--- config.mk ---
export PLATFORM = sky130hd
export DESIGN_NAME = hps_cmd_handshake
export DESIGN_NICKNAME = d
export VERILOG_FILES = /design/src/rtl/hps_cmd_handshake.sv
export SDC_FILE = /design/constraint.sdc
export NUM_CORES = 1
export LEC_CHECK = 0
export ABC_AREA = 1
export ABC_CLOCK_PERIOD_IN_PS = 1500
export BUFFER_PORTS_ARGS = -buffer_cell sky130_fd_sc_hd__buf_2
export CAP_MARGIN = 10
export CORE_MARGIN = 8
export CORE_UTILIZATION = 53
export DETAILED_ROUTE_END_ITERATION = 10
export GPL_TIMING_DRIVEN = 1
export PLACE_DENSITY = 0.82
export SLEW_MARGIN = 15
export SYNTH_ARGS = -nofsm -noshare
export SYNTH_HDL_FRONTEND = slang
export SYNTH_SLANG_ARGS = --single-unit
--- constraint.sdc ---
create_clock -name clk -period 1.5 [get_ports clk]
set_input_delay 0.45 -clock clk [delete_from_list [all_inputs] [get_ports clk]]
set_output_delay 0.45 -clock clk [all_outputs]
set_load 0.005 [all_outputs]
--- src/rtl/hps_cmd_handshake.sv ---
// HPS command handshake: synchronises the PIO request toggle, offers the opcode to
// fabric via valid/ready/done with a timeout, and returns a status word plus irq.
module hps_cmd_handshake #(
  parameter int SYNC_STAGES = 2,
  parameter int TIMEOUT     = 1024,
  parameter int CNT_W       = 10
) (
  input  logic       clk,
  input  logic       reset_n,
  input  logic [4:0] pio_cmd_in,
  output logic       cmd_valid,
  output logic [3:0] cmd_opcode,
  input  logic       cmd_ready,
  input  logic       cmd_done,
  input  logic       cmd_result,
  output logic       cmd_abort,
  output logic [4:0] pio_status_out,
  output logic       irq
);

  typedef enum logic [1:0] {S_IDLE, S_ISSUE, S_WAIT, S_RESP} state_t;

  logic [SYNC_STAGES-1:0][4:0] sync_q;
  logic                        req_prev_q;
  logic                        req_edge;
  logic [4:0]                  sync_last;

  state_t     state_q, state_d;
  logic [CNT_W-1:0] cnt_q, cnt_d;
  logic       valid_q, valid_d;
  logic [3:0] opcode_q, opcode_d;
  logic       abort_q, abort_d;
  logic       ack_q, ack_d;
  logic       busy_q, busy_d;
  logic       err_to_q, err_to_d;
  logic       err_ov_q, err_ov_d;
  logic       result_q, result_d;
  logic       irq_q, irq_d;
  logic       pend_res_q, pend_res_d;
  logic       pend_to_q, pend_to_d;
  logic       done_now;
  logic       expired;

  // Synchroniser: all five bits share one chain so opcode and toggle stay coherent.
  always_ff @(posedge clk or negedge reset_n) begin
    if (!reset_n) begin
      sync_q     <= '0;
      req_prev_q <= 1'b0;
    end else begin
      sync_q     <= {sync_q[SYNC_STAGES-2:0], pio_cmd_in};
      req_prev_q <= sync_q[SYNC_STAGES-1][4];
    end
  end

  assign sync_last = sync_q[SYNC_STAGES-1];
  assign req_edge  = sync_last[4] ^ req_prev_q;
  assign expired   = (cnt_q == CNT_W'(TIMEOUT - 1));

  // Handshake FSM: every output is a register loaded from its _d value.
  always_comb begin
    state_d    = state_q;
    cnt_d      = cnt_q;
    valid_d    = valid_q;
    opcode_d   = opcode_q;
    abort_d    = 1'b0;
    ack_d      = ack_q;
    busy_d     = busy_q;
    err_to_d   = err_to_q;
    err_ov_d   = err_ov_q;
    result_d   = result_q;
    irq_d      = 1'b0;
    pend_res_d = pend_res_q;
    pend_to_d  = pend_to_q;
    done_now   = 1'b0;

    case (state_q)
      S_IDLE: begin
        if (req_edge) begin
          opcode_d = sync_last[3:0];
          err_to_d = 1'b0;
          err_ov_d = 1'b0;
          busy_d   = 1'b1;
          cnt_d    = '0;
          valid_d  = 1'b1;
          state_d  = S_ISSUE;
        end
      end
      S_ISSUE, S_WAIT: begin
        cnt_d    = cnt_q + CNT_W'(1);
        done_now = (state_q == S_ISSUE) ? (cmd_ready & cmd_done) : cmd_done;
        if (req_edge) err_ov_d = 1'b1;
        // Completion in the same cycle as expiry takes precedence over the timeout.
        if (done_now) begin
          pend_res_d = cmd_result;
          pend_to_d  = 1'b0;
          valid_d    = 1'b0;
          state_d    = S_RESP;
        end else if (expired) begin
          pend_res_d = 1'b0;
          pend_to_d  = 1'b1;
          abort_d    = 1'b1;
          valid_d    = 1'b0;
          state_d    = S_RESP;
        end else if (state_q == S_ISSUE && cmd_ready) begin
          valid_d = 1'b0;
          state_d = S_WAIT;
        end
      end
      S_RESP: begin
        if (req_edge) err_ov_d = 1'b1;
        ack_d    = ~ack_q;
        busy_d   = 1'b0;
        result_d = pend_res_q;
        err_to_d = pend_to_q;
        irq_d    = 1'b1;
        state_d  = S_IDLE;
      end
      default: state_d = S_IDLE;
    endcase
  end

  always_ff @(posedge clk or negedge reset_n) begin
    if (!reset_n) begin
      state_q    <= S_IDLE;
      cnt_q      <= '0;
      valid_q    <= 1'b0;
      opcode_q   <= '0;
      abort_q    <= 1'b0;
      ack_q      <= 1'b0;
      busy_q     <= 1'b0;
      err_to_q   <= 1'b0;
      err_ov_q   <= 1'b0;
      result_q   <= 1'b0;
      irq_q      <= 1'b0;
      pend_res_q <= 1'b0;
      pend_to_q  <= 1'b0;
    end else begin
      state_q    <= state_d;
      cnt_q      <= cnt_d;
      valid_q    <= valid_d;
      opcode_q   <= opcode_d;
      abort_q    <= abort_d;
      ack_q      <= ack_d;
      busy_q     <= busy_d;
      err_to_q   <= err_to_d;
      err_ov_q   <= err_ov_d;
      result_q   <= result_d;
      irq_q      <= irq_d;
      pend_res_q <= pend_res_d;
      pend_to_q  <= pend_to_d;
    end
  end

  assign cmd_valid      = valid_q;
  assign cmd_opcode     = opcode_q;
  assign cmd_abort      = abort_q;
  assign irq            = irq_q;
  assign pio_status_out = {ack_q, busy_q, err_to_q, err_ov_q, result_q};

endmodule
==> results.yml <==
outcome:
  outcome: "finished clean"
grt:
  grt_max_degree: 38
  grt-ovfl-total: 0
  track_usage: 0.128
  grt_pass1_wl_um: 5340
  gr-usage-met2: 0.216
  gr-usage-met3: 0.0468
  grt_pass1_vias: 1226
  met1_usage: 0.148
  antenna_found_initial: 0
  grt.busiest_layer: "met2"
synthesis:
  async_flop_share: 1.00
  ys_types: 22
  synth_top_area_frac: 0.558
  synthAdderAreaFrac: 0.0377
  yosysMostFrequentCell: "nand2_1"
  synth-simple-area-share: 0.245
  ys_ff_latch: 37
  avgSynthCellArea_um2: 9.17
  synth_edf_count: 0
  synth_area_um2: 1660
  synth_cells: 181
  ys_seq_area_frac: 0.558
  synth_top_family_by_area: "simple AND/OR/NAND/NOR gates"
  synth_xor_area_frac: 0.0106
  synth_mux_area_frac: 0
  synth_warnings: 0
  synth_area_leader_cell: "dfrtp_1"
  synth_compound_area_frac: 0.0626
  synthesis.nets: 196
  ys.flop_type: "dfrtp_1"
  yosys-top-cells-count: "nand2_1, dfrtp_1, inv_1, o21ai_0, nand3_1"
  synth_area_leaders: "dfrtp_1, nand2_1, inv_1"
routing:
  drc_errors: 0
  firstDrtPassIters: 4
  avgRoutedWirePerCell_um: 11.9
  finalWirelength_um: 3040
  vias: 1273
  vias_per_cell: 4.99
  ant_nets: 0
  drt_iter0_markers: 58
clock_network:
  numCtsBuffers: 5
  cts_tree: "done"
  cts.clk_slew.worst_paths_ns: 0.11
  cts_buffer_depth: 2
  insertion_delay_ns: 0.33
  cts.htree.levels: 2
  cts.root.buffer_cell: "clkbuf_4"
  cts_sinks: 37
timing:
  fmax_mhz: 723
  tightest_slew_ns: 0.257
  hold_viol_final: 0
  rsz0062_at_grt: "false"
  finalClockSkew_ns: 0.00985
  slew_headroom: 0.829
  min_period_over_period: 0.922
  tns_ns: 0
  drv_slew: 0
  period_needed_ns: 1.38
  setup_viol: 0
critical_path:
  r2r-end: "cnt_q[3]$_DFFE_PN0P_"
  arrival_ns: 1.60
  setup.worst_path.start_class: "flop"
  reg2reg_depth: 6
  crit_type: "reg -> reg"
  critPathCaptureType: "flop"
  reg2reg_setup_slack_ns: 0.12
  path_max_fanout: 5
  cp_data_required_time_ns: 1.72
  worstReg2RegStart: "state_q[0]$_DFFE_PN0P_"
die:
  io_pins: 22
  die_h_um: 72.0
  die_x_um: 72.0
  start_util: 0.548
  die_area_um2: 5180
  fp.coreArea_um2: 3030
  fp-row-count: 20
layout:
  finalNetCount: 226
  fin_cells: 255
  drive_above_1_share: 0.246
  utilization: 0.632
  fillerInstances: 247
  syn2layout_area_growth_pct: 15.3
  insertedDiodeCount: 0
power_and_ir_drop:
  leakage_nw: 0.988
  p_per_area_nw_per_um2: 1710
  ir_drop_uv: 680
placed_design:
  dp_hpwl_um: 2370
  portBuffers: 21
  placed_cells: 248
  place.gp.congestion: 0.790
hold_path:
  holdCritPathClass: "in -> async"
job:
  drv_cap: 0
layout make-up:
cell class	count	area [µm²]	area share
Timing Repair Buffer	30	185	0.0968
Clock inverter	1	7.51	0.00392
Sequential cell	37	926	0.484
Clock buffer	6	51.3	0.0268
Multi-Input combinational cell	115	603	0.315
Inverter	22	85.1	0.0445
Tap cell	44	55.1	0.0288
through the flow:
step | total power [W] | worst slack, ns | hold slack (ns) | cell area, µm²
floorplan | 0.00236 | 0.185 | 0.154 | 1660
global placement | 0.00267 | 0.121 | 0.332 | 1840
detailed placement | 0.00274 | 0.0341 | 0.335 | 1840
CTS | 0.00327 | 0.0229 | 0.0560 | 1900
global route | 0.00354 | 0.00971 | 0.0554 | 1910
finish | 0.00328 | 0.116 | 0.0569 | 1910
kinds of logic after synthesis:
group,Yosys count
flip-flops,37
XOR/XNOR,2
buffers and inverters,29
adder cells (fa/ha/maj),5
AO/OA/AOI/OAI,18
AND/OR/NAND/NOR,90
placed cells by master (no fill, tap or decap), types with 2 or more instances in the layout:
| master | synthesis | routed |
|---|---|---|
| nand2_4 | 0 | 2 |
| ha_1 | 5 | 4 |
| buf_2 | 0 | 21 |
| nand2_2 | 5 | 3 |
| nor2_2 | 3 | 3 |
| nand4_1 | 5 | 5 |
| nand3_1 | 8 | 8 |
| nor3_1 | 4 | 4 |
| clkbuf_4 | 0 | 5 |
| dfrtp_1 | 37 | 37 |
| o21ai_0 | 10 | 9 |
| o21ai_1 | 5 | 6 |
| inv_1 | 21 | 20 |
| nand3_2 | 3 | 3 |
| nand2_1 | 56 | 56 |
| nor2_1 | 5 | 5 |
| buf_4 | 5 | 8 |
worst max-delay path, cell delays in order, from the launching register on:
cell	delay (ns)
dfrtp_1	0.42
inv_1	0.09
ha_1	0.31
inv_1	0.16
nand3_1	0.15
nand2_1	0.09
nor2_1	0.04
metal layers:
| metal | up-vias | routed length [µm] |
|---|---|---|
| met5 | - | 0 |
| met4 | 0 | 38 |
| met3 | 4 | 178 |
| met2 | 27 | 1550 |
| met1 | 613 | 1270 |
| li1 | 629 | - |
report_power, final:
part           internal [W]  switching (W)
registers           0.00125       0.000168
clock network      0.000219       0.000308
logic              0.000537       0.000798
total               0.00200        0.00128
registers in the layout (all words and copies together) (netlist names), 2 cells and up:
name        cells
cnt_q          10
cmd_opcode      4
sync_last       5
sync_q          5
state_q         2
what timing repair did:
| item | 4_1_cts | 5_1_grt |
|---|---|---|
| setup buffers | 0 | 0 |
| endpoints found under the setup margin | 0 | 9 |
| hold buffers | 0 | 0 |
| endpoints found under the hold margin | 0 | 0 |
| gates resized for setup | 0 | 6 |
how the worst max path moves through the flow:
stage | slack (ns) | endpoint | start
final | 0.12 | cnt_q[3]$_DFFE_PN0P_ | state_q[0]$_DFFE_PN0P_
after global routing | 0.01 | cnt_q[1]$_DFFE_PN0P_ | state_q[0]$_DFFE_PN0P_
after CTS | 0.02 | cmd_valid$_DFFE_PN0P_ | state_q[0]$_DFFE_PN0P_
after detailed placement | 0.03 | cmd_valid$_DFFE_PN0P_ | state_q[0]$_DFFE_PN0P_
after global placement | 0.12 | cmd_valid$_DFFE_PN0P_ | state_q[0]$_DFFE_PN0P_
after floorplan | 0.19 | cnt_q[4]$_DFFE_PN0P_ | state_q[0]$_DFFE_PN0P_
Power figures use the tool's default switching activity.
